## src/rtl/pipe_pkg.sv

```systemverilog
// Shared widths and types for the 16-bit, 8-register pipeline.
//   DATA_W       register width
//   ADDR_W       register index width, NREGS = 2**ADDR_W
//   MAX_INFLIGHT outstanding writes tracked per register
//   CNT_W        width of a per-register in-flight counter
package pipe_pkg;

    localparam int unsigned DATA_W       = 16;
    localparam int unsigned ADDR_W       = 3;
    localparam int unsigned NREGS        = 2 ** ADDR_W;
    localparam int unsigned MAX_INFLIGHT = 3;
    localparam int unsigned CNT_W        = $clog2(MAX_INFLIGHT + 1);

    typedef logic [ADDR_W-1:0] reg_idx_t;
    typedef logic [DATA_W-1:0] word_t;
    typedef logic [CNT_W-1:0]  cnt_t;

endpackage : pipe_pkg

```

## src/rtl/sb_counter.sv

```systemverilog
// In-flight write counter for one architectural register.
//   clk, rst  clock, async active-high reset
//   inc       an instruction writing this register was accepted
//   dec       a writeback to this register arrived (ignored when count is 0)
//   cnt       current outstanding-write count
//   at_max    count equals MAX_INFLIGHT
//   nonzero   at least one write outstanding
module sb_counter
    import pipe_pkg::*;
(
    input  logic clk,
    input  logic rst,
    input  logic inc,
    input  logic dec,
    output cnt_t cnt,
    output logic at_max,
    output logic nonzero
);

    logic dec_eff;

    assign nonzero = (cnt != '0);
    assign at_max  = (cnt == CNT_W'(MAX_INFLIGHT));
    // A writeback with nothing outstanding must not underflow.
    assign dec_eff = dec && nonzero;

    // Up/down count; simultaneous inc and dec cancel out.
    always_ff @(posedge clk or posedge rst) begin
        if (rst) begin
            cnt <= '0;
        end else if (inc && !dec_eff && !at_max) begin
            cnt <= cnt + CNT_W'(1);
        end else if (dec_eff && !inc) begin
            cnt <= cnt - CNT_W'(1);
        end
    end

endmodule : sb_counter

```

## src/rtl/reg_file_scoreboard.sv

```systemverilog
// Architectural register file with writeback bypass and a per-register
// in-flight write scoreboard that stalls issue on pending sources or on a
// saturated destination counter.
//   clk, rst                 clock, async active-high reset
//   wb_en/wb_dest/wb_data    writeback port
//   rd_addr_a/b, rd_data_a/b combinational read ports with bypass
//   issue_valid, issue_wr, issue_dest, src_a_used, src_b_used  issue request
//   stall                    issue blocked this cycle (combinational)
//   busy_vec                 bit r set while register r has writes outstanding
//   sb_err                   sticky: writeback without a matching issue
module reg_file_scoreboard
    import pipe_pkg::*;
(
    input  logic             clk,
    input  logic             rst,
    input  logic             wb_en,
    input  logic [ADDR_W-1:0] wb_dest,
    input  logic [DATA_W-1:0] wb_data,
    input  logic [ADDR_W-1:0] rd_addr_a,
    input  logic [ADDR_W-1:0] rd_addr_b,
    output logic [DATA_W-1:0] rd_data_a,
    output logic [DATA_W-1:0] rd_data_b,
    input  logic             issue_valid,
    input  logic             issue_wr,
    input  logic [ADDR_W-1:0] issue_dest,
    input  logic             src_a_used,
    input  logic             src_b_used,
    output logic             stall,
    output logic [NREGS-1:0] busy_vec,
    output logic             sb_err
);

    word_t                        regs [NREGS];
    logic [NREGS-1:0][CNT_W-1:0]  cnt_vec;
    logic [NREGS-1:0]             nonzero_vec;
    logic [NREGS-1:0]             at_max_vec;
    logic [NREGS-1:0]             busy_c;
    logic                         accept;
    logic                         wb_valid;

    // r0 is hardwired zero, so writebacks to it are dropped entirely.
    assign wb_valid = wb_en && (wb_dest != '0);

    // Per-register counters; r0 is never scoreboarded.
    for (genvar r = 0; r < NREGS; r++) begin : g_sb
        if (r == 0) begin : g_r0
            assign cnt_vec[r]     = '0;
            assign nonzero_vec[r] = 1'b0;
            assign at_max_vec[r]  = 1'b0;
            assign busy_c[r]      = 1'b0;
        end else begin : g_rn
            logic inc;
            logic dec;
            logic wb_hit;

            assign wb_hit = wb_en && (wb_dest == reg_idx_t'(r));
            assign inc    = accept && issue_wr && (issue_dest == reg_idx_t'(r));
            assign dec    = wb_hit;

            sb_counter u_cnt (
                .clk     (clk),
                .rst     (rst),
                .inc     (inc),
                .dec     (dec),
                .cnt     (cnt_vec[r]),
                .at_max  (at_max_vec[r]),
                .nonzero (nonzero_vec[r])
            );

            // The last outstanding write completing this cycle is covered by the bypass.
            assign busy_c[r] = nonzero_vec[r] &&
                               !((cnt_vec[r] == CNT_W'(1)) && wb_hit);
        end
    end

    assign busy_vec = nonzero_vec;

    // Issue hazard check: pending sources or a full destination counter
    // that is not draining this cycle.
    always_comb begin
        stall = 1'b0;
        if (issue_valid) begin
            if (src_a_used && busy_c[rd_addr_a]) begin
                stall = 1'b1;
            end
            if (src_b_used && busy_c[rd_addr_b]) begin
                stall = 1'b1;
            end
            if (issue_wr && (issue_dest != '0) && at_max_vec[issue_dest] &&
                !(wb_en && (wb_dest == issue_dest))) begin
                stall = 1'b1;
            end
        end
    end

    assign accept = issue_valid && !stall;

    // Read port A with write-through bypass.
    always_comb begin
        rd_data_a = '0;
        if (rd_addr_a != '0) begin
            if (wb_en && (wb_dest == rd_addr_a)) begin
                rd_data_a = wb_data;
            end else begin
                rd_data_a = regs[rd_addr_a];
            end
        end
    end

    // Read port B with write-through bypass.
    always_comb begin
        rd_data_b = '0;
        if (rd_addr_b != '0) begin
            if (wb_en && (wb_dest == rd_addr_b)) begin
                rd_data_b = wb_data;
            end else begin
                rd_data_b = regs[rd_addr_b];
            end
        end
    end

    // Register array write.
    always_ff @(posedge clk or posedge rst) begin
        if (rst) begin
            for (int i = 0; i < NREGS; i++) begin
                regs[i] <= '0;
            end
        end else if (wb_valid) begin
            regs[wb_dest] <= wb_data;
        end
    end

    // Sticky flag for a writeback that no accepted issue accounts for.
    always_ff @(posedge clk or posedge rst) begin
        if (rst) begin
            sb_err <= 1'b0;
        end else if (wb_valid && !nonzero_vec[wb_dest]) begin
            sb_err <= 1'b1;
        end
    end

endmodule : reg_file_scoreboard

```

## config.mk

```make
export PLATFORM = sky130hd
export DESIGN_NAME = reg_file_scoreboard
export DESIGN_NICKNAME = d
export VERILOG_FILES = /design/src/rtl/pipe_pkg.sv /design/src/rtl/sb_counter.sv /design/src/rtl/reg_file_scoreboard.sv
export SDC_FILE = /design/constraint.sdc
export NUM_CORES = 1
export LEC_CHECK = 0
export ABC_CLOCK_PERIOD_IN_PS = 8100
export CAP_MARGIN = 20
export CORE_MARGIN = 8
export CORE_UTILIZATION = 40
export CTS_BUF_LIST = sky130_fd_sc_hd__clkbuf_8
export CTS_CLUSTER_DIAMETER = 80
export DETAILED_ROUTE_END_ITERATION = 10
export SKIP_LAST_GASP = 1
export SLEW_MARGIN = 20
export SYNTH_ARGS = -nofsm -noshare
export SYNTH_HDL_FRONTEND = slang
export SYNTH_SLANG_ARGS = --single-unit
```

## constraint.sdc

```tcl
create_clock -name clk -period 8.1 [get_ports clk]
set_input_delay 2.025 -clock clk [delete_from_list [all_inputs] [get_ports clk]]
set_output_delay 2.025 -clock clk [all_outputs]
set_load 0.03 [all_outputs]
```

==> results by group, run 1 <==
Floorplanning
  • Die Ht: 165.9 um
  • Die ar.: ~0.028 mm^2
  • IO Pins: 77
  • Die X: between 150 and 200 um
  • FP Rows: 55
  • Core area: approximately 0.022 mm^2
  • Starting density of the core: 0.4017

Critical path
  • Crit end category: output pin
  • Startpoint types: input port
  • CP required: just over 6 ns
  • Slowest cell on the critical path: clkdlybuf4s50_1
  • Reg2Reg Launch Point: g_sb[1].g_rn.u_cnt.cnt[0]
  • FF-to-FF setup slack: around 5.3 ns
  • CP dominant cell by count: buf_4
  • CP arrival: between 5 and 6 ns
  • CP max FO: 17
  • Worst reg-to-reg path cell count: 9
  • Setup CP Type: in2out
  • Worst R2R End: g_sb[4].g_rn.u_cnt.cnt[0]
  • Peak per-stage delay on the critical path: between 0.8 and 0.9 ns
  • Crit-path cells: clkdlybuf4s50_1 > and4b_1 > a211oi_1 > a2111oi_4 > o41ai_4 > buf_4 > or2_2 > and2_1 > buf_4

Routing
  • Remaining antenna violation count: 0
  • Drt total wl: around 25000 um
  • Residual DRC count: 0
  • DR vias/cell: roughly 5.6
  • Vias: around 6600
  • Pre-antenna DRT Iters: 5
  • Drt wl/cell: 21.13 um
  • 1st-iter DRT viols: about 500

CTS
  • Sink Count: between 100 and 150
  • Worst-path clk slew: 0.07 ns
  • Hold buffer count at cts: 0
  • CTS tree: built
  • Total setup buffers inserted after CTS: 0
  • CTS Buf Count: 17
  • CTS Buffer Depth: 2
  • Post-cts gate resize count: 0
  • H-tree level count: 4
  • Root Buffer: clkbuf_8
  • Worst-Skew Late Latency: between 0.4 and 0.5 ns

Final layout
  • Final core utilization: 0.4567
  • Area Overhead vs Synth: 13.69%
  • Commonest non-fill, non-tap cells in the layout: nand2_1, dfrtp_1, clkdlybuf4s50_1
  • Layout cells sized above 1: 0.2085
  • # nets final: approximately 940
  • Final instance area: 0.01021 mm^2
  • Commonest non-fill, non-tap cell in the layout: nand2_1
  • Diode count: 0
  • Fin cells: between 1000 and 1500

Global route
  • Vias in the first global route: 6692
  • Initial antenna violation count: 0
  • First-pass GRT wire length: between 30000 and 40000 um
  • All-Layer GR Usage: 0.1822
  • Pin count of the biggest net entering global routing: between 70 and 80
  • Global route overflow: 0

Timing
  • WHS: about 0.38 ns
  • Final Hold Fails: 0
  • Finish-stage setup viols: 0
  • Final Cycle Share: 0.8834
  • Final min period: between 7 and 8 ns
  • RSZ-0062 raised after global routing: false
  • Fmax: approximately 140 MHz
  • Tightest Pin Transition: 0.8852 ns
  • Max_slew headroom: 0.4098
  • Max-slew violation count: 0
  • Setup TNS: 0 ns
  • Clock Skews: approximately 0.0064 ns

Synth
  • Syn Area/Cell: between 10 and 15 um^2
  • Yosys warns: 0
  • Register area share after synthesis: 0.3983
  • Register bit total from synthesis: approximately 140
  • Synth cell types: between 50 and 60
  • Cells after synthesis: roughly 860
  • Mapped cell area: ~0.009 mm^2
  • Syn nets: between 900 and 1000
  • Most common flop cell mapped by yosys: dfrtp_1
  • FFs w/ async S/R, synth: 1.000
  • EDFF count, synth: 0

Hold path
  • Min-delay src: regs[116]
  • Worst-case hold path end point: regs[116]
  • Hold Crit Class: reg2reg
  • Hold path depth: 0

Place
  • Post-Place Cells: about 1100
  • Port bufs: 75
  • Post-DP HPWL: 16780 um
  • GPL Wtd Cong: between 0.7 and 0.8
  • Placed cell area: ~0.0098 mm^2

Power
  • Static Leak: approximately 4.5 nW
  • PwrDens: between 200 and 300 mW/mm^2
  • Worst vdd ir: 123.4 uV

Run
  • Max Cap Viol: 0

Outcome
  • Status: completed
[cell families (layout without fill, tap and decap cells)]
kind of cell / Yosys count / count (layout) / synth area share
AOI/OAI and AO/OA: 93 / 93 / 0.08064
xor gates and xnor gates: 15 / 15 / 0.01462
buffers and inverters: 121 / 157 / 0.06532
and+or+nand+nor: 314 / 314 / 0.1563
DFF: 143 / 143 / 0.3983
muxes: 148 / 148 / 0.2552
adders and majority gates: 21 / 21 / 0.02925
other: 1 / 1 / 0.0004174
[synthesized netlist by cell type (3+ instances only)]
| library cell | count | area share |
|---|---|---|
| nand2_1 | 203 | 0.085 |
| dfrtp_1 | 143 | 0.40 |
| mux4_2 | 60 | 0.15 |
| nor2_1 | 55 | 0.023 |
| mux2_2 | 48 | 0.060 |
| a211oi_1 | 46 | 0.038 |
| clkbuf_1 | 43 | 0.018 |
| mux2i_1 | 40 | 0.045 |
| buf_4 | 25 | 0.021 |
| inv_1 | 24 | 0.010 |
| ha_1 | 21 | 0.029 |
| a21oi_1 | 15 | 0.0084 |
| xnor2_1 | 15 | 0.015 |
| buf_1 | 13 | 0.0054 |
| nor3_1 | 9 | 0.0050 |
| clkbuf_2 | 7 | 0.0039 |
| buf_2 | 6 | 0.0033 |
| and2_1 | 5 | 0.0035 |
| nand2b_1 | 5 | 0.0035 |
| nand4_1 | 5 | 0.0035 |
| and4b_1 | 3 | 0.0033 |
| and4bb_1 | 3 | 0.0042 |
| buf_6 | 3 | 0.0038 |
| nand3_1 | 3 | 0.0017 |
| nand3b_1 | 3 | 0.0025 |
| nand4b_1 | 3 | 0.0029 |
| nor4_2 | 3 | 0.0042 |
| o21ai_0 | 3 | 0.0017 |
| o31ai_1 | 3 | 0.0025 |
| or3_1 | 3 | 0.0021 |
[flip-flops by register name, indices dropped and copies added (netlist names)]
signal	flops
regs	128
g_sb.g_rn.u_cnt.cnt	14
sb_err	1
[cell type report]
class	count	area, um^2
clock inverters	15	203.9
inverters	24	95.09
well taps	285	356.6
flip-flops and latches	143	3578
multi-input cells	592	4828
repair buffers	101	917.1
fillers	2082	12150
clock buffers	17	234.0
[report_power, final]
part | internal (mW) | switching [mW] | total, mW
sequential | 0.860 | 0.120 | 0.981
clock | 0.361 | 0.279 | 0.639
combinational | 0.449 | 0.504 | 0.952
total | 1.67 | 0.903 | 2.57
[stage by stage]
stage / worst slack [ns] / power, mW
after CTS: 0.9622 / 2.590
after detailed placement: 0.9655 / 1.947
after floorplan: 1.829 / 1.669
after global routing: 0.8282 / 2.717
after global placement: 1.032 / 1.929
final: 0.9444 / 2.572
[metal layers]
layer  up-vias  GRT usage  part of all wire
met5         -          0                 0
met4         0    0.04783             0.013
met3        22    0.03851             0.055
met2       176     0.2976              0.49
met1      3356     0.2424              0.45
li1       3049          -                 -
[worst max path at each step]
| stage | from | end |
|---|---|---|
| after floorplan | rd_addr_b[0] | rd_data_b[8] |
| after global placement | wb_dest[0] | stall |
| after detailed placement | wb_dest[0] | stall |
| after CTS | wb_dest[0] | stall |
| after global routing | wb_dest[0] | stall |
| final | wb_dest[0] | stall |
[critical path, delay by kind of cell]
family                 cells  cell delay (ns)
AO/OA/AOI/OAI              3             0.72
AND/OR/NAND/NOR            3             1.16
buffers and inverters      3             1.22
(Power assumes the default switching activity.)
==> run 2, diff against run 1 <==
- CTS_CLUSTER_DIAMETER: 80 -> 200
- REMOVE_ABC_BUFFERS: not set -> 1
==> run 2 against run 1 <==
Via count up 0.64%. Count of clock-buffer cells in the layout is 3 higher. Die area stayed put. Design area decreased by 0.11%. Worst hold slack better by 0.00076 ns. Largest cell class unchanged. Utilization shrank 0.050 points. Clock skew up 0.0031 ns. Combinational power about the same. Critical path type unchanged. Critical endpoint unchanged. Worst setup slack worse by 0.46 ns.
==> results by group, run 2 (synthesis gave the netlist of run 1 again) <==
Routing
  • Drt total wl: 24150 um (was 24870 um)
  • WL met2: 11550 um (was 12060 um)
  • M1 WL: 11070 um (was 11100 um)
  • 1st-iter DRT viols: 505 (was 508)
  • Remaining antenna violation count: 0 (unchanged)
  • Vias: 6645 (was 6603)
  • Top routing layer in use: met4 (unchanged)
  • DR vias/cell: 5.651 (was 5.610)
  • Pre-antenna DRT Iters: 5 (unchanged)
  • Met3 wire length: 1110 um (was 1372 um)
  • Drt wl/cell: 20.53 um (was 21.13 um)
  • Residual DRC count: 0 (unchanged)

Final layout
  • Regs by FF count: regs x128, g_sb.g_rn.u_cnt.cnt x14, sb_err x1 (unchanged)
  • Final core utilization: 0.4562 (was 0.4567)
  • Top reg by flops: regs (unchanged)
  • Number of flip-flops in the largest register: 128 (unchanged)
  • Multi-input logic area: 0.004828 mm^2 (unchanged)
  • Commonest non-fill, non-tap cells in the layout: nand2_1, dfrtp_1, mux4_2 (was nand2_1, dfrtp_1, clkdlybuf4s50_1)
  • Commonest non-fill, non-tap cell in the layout: nand2_1 (unchanged)
  • Fill cells: 2103 (was 2082)
  • # nets final: 934 (was 935)
  • Reg area: 0.003578 mm^2 (unchanged)
  • Layout cells sized above 1: 0.2278 (was 0.2085)
  • Area Overhead vs Synth: 13.57% (was 13.69%)
  • Diode count: 0 (unchanged)

Run
  • Max Cap Viol: 0 (unchanged)

Timing
  • Final Hold Fails: 0 (unchanged)
  • Final min period: 7.611 ns (was 7.156 ns)
  • Fmax: 131.4 MHz (was 139.8 MHz)
  • Setup TNS: 0 ns (unchanged)
  • Tightest Pin Transition: 0.8913 ns (was 0.8852 ns)
  • Finish-stage setup viols: 0 (unchanged)
  • Final Cycle Share: 0.9396 (was 0.8834)
  • Max_slew headroom: 0.4038 (was 0.4098)
  • Max-slew violation count: 0 (unchanged)
  • RSZ-0062 raised after global routing: false (unchanged)
  • Clock Skews: 0.009485 ns (was 0.006413 ns)

Power
  • Worst vdd ir: 131.7 uV (was 123.4 uV)
  • Power consumption: 2.507 mW (was 2.572 mW)
  • PwrDens: 245.7 mW/mm^2 (was 251.8 mW/mm^2)
  • Static Leak: 4.485 nW (about the same)

Critical path
  • Setup CP Type: in2out (unchanged)
  • CP arrival: 5.59 ns (was 5.13 ns)
  • Startpoint types: input port (unchanged)
  • Crit end category: output pin (unchanged)
  • Worst reg-to-reg path cell count: 8 (was 9)
  • CP max FO: 17 (unchanged)
  • CP required: 6.08 ns (about the same)

Floorplanning
  • IO Pins: 77 (unchanged)
  • Die X: 165.9 um (unchanged)
  • Starting density of the core: 0.4017 (unchanged)
  • Die Ht: 165.9 um (unchanged)
  • FP Rows: 55 (unchanged)
  • Die ar.: 0.02751 mm^2 (unchanged)
  • Core area: 0.02237 mm^2 (unchanged)

Global route
  • Initial antenna violation count: 0 (unchanged)
  • Pin count of the biggest net entering global routing: 79 (was 78)
  • Global route overflow: 0 (unchanged)
  • Vias in the first global route: 6759 (was 6692)
  • First-pass GRT wire length: 39190 um (was 39490 um)
  • All-Layer GR Usage: 0.1804 (was 0.1822)

Hold path
  • Hold path depth: 0 (unchanged)
  • Hold Crit Class: reg2reg (unchanged)

Place
  • GPL Wtd Cong: 0.8041 (was 0.7761)
  • Post-DP HPWL: 15840 um (was 16780 um)
  • Port bufs: 75 (unchanged)

CTS
  • Total setup buffers inserted after CTS: 0 (unchanged)
  • Worst-path clk slew: 0.08 ns (was 0.07 ns)
  • Root Buffer: clkbuf_8 (unchanged)
  • CTS tree: built (unchanged)
  • Post-cts gate resize count: 0 (unchanged)
  • CTS Buffer Depth: 2 (unchanged)
  • Worst-Skew Late Latency: 0.45 ns (about the same)
  • Sink Count: 143 (unchanged)
  • CTS Buf Count: 17 (unchanged)
  • H-tree level count: 4 (unchanged)
  • Hold buffer count at cts: 0 (unchanged)

Outcome
  • Status: completed (unchanged)
==> run 2: path summary, 6_finish.rpt <==
kind | startpoint | endpoint | slack [ns]
setup / recovery | wb_dest[0] | stall | 0.49
hold / removal | regs[116] | regs[116] | 0.38
max in group asynchronous | rst | regs[102] | 4.91
min in group asynchronous | rst | regs[60] | 2.03
setup reg to reg | g_sb[7].g_rn.u_cnt.cnt[0] | g_sb[5].g_rn.u_cnt.cnt[1] | 5.24
hold reg to reg | regs[116] | regs[116] | 0.38
==> run 2: routing by layer <==
metal  GRT usage  up-vias
met3     0.03470       28
met4     0.05968        0
met2      0.2857      175
met5           0        -
li1            -     3061
met1      0.2450     3381
==> run 2: layout make-up <==
type | instances | share of cell area
timing repair buffer | 100 | 0.09247
sequential | 143 | 0.3507
inverter | 24 | 0.009321
clock buffer | 20 | 0.02698
clock inverter | 12 | 0.01226
tap | 285 | 0.03495
multi-input combinational | 592 | 0.4733
==> run 2: worst max-delay path, stage by stage <==
cell             delay [ns]
clkdlybuf4s50_1        0.87
and4bb_1               0.33
a2111oi_4              0.42
a2111oi_4              0.09
o41ai_4                0.74
or2_2                  0.28
and2_1                 0.14
clkdlybuf4s50_1        0.67
==> run 2: per-stage QoR <==
step	cells	setup WS (ns)	hold WS, ns	instance area [um^2]
floorplan	759	1.838	0.3494	8487
global placement	1143	0.5894	0.3622	9787
detailed placement	1143	0.5070	0.3635	9787
CTS	1175	0.4929	0.3813	10190
global route	1176	0.3281	0.3942	10200
finish	1176	0.4891	0.3776	10200
==> run 2: power by group <==
group | total (mW) | internal, mW | switching [mW]
registers | 0.978 | 0.860 | 0.118
clock network | 0.574 | 0.275 | 0.299
logic | 0.955 | 0.453 | 0.501
total | 2.51 | 1.59 | 0.918
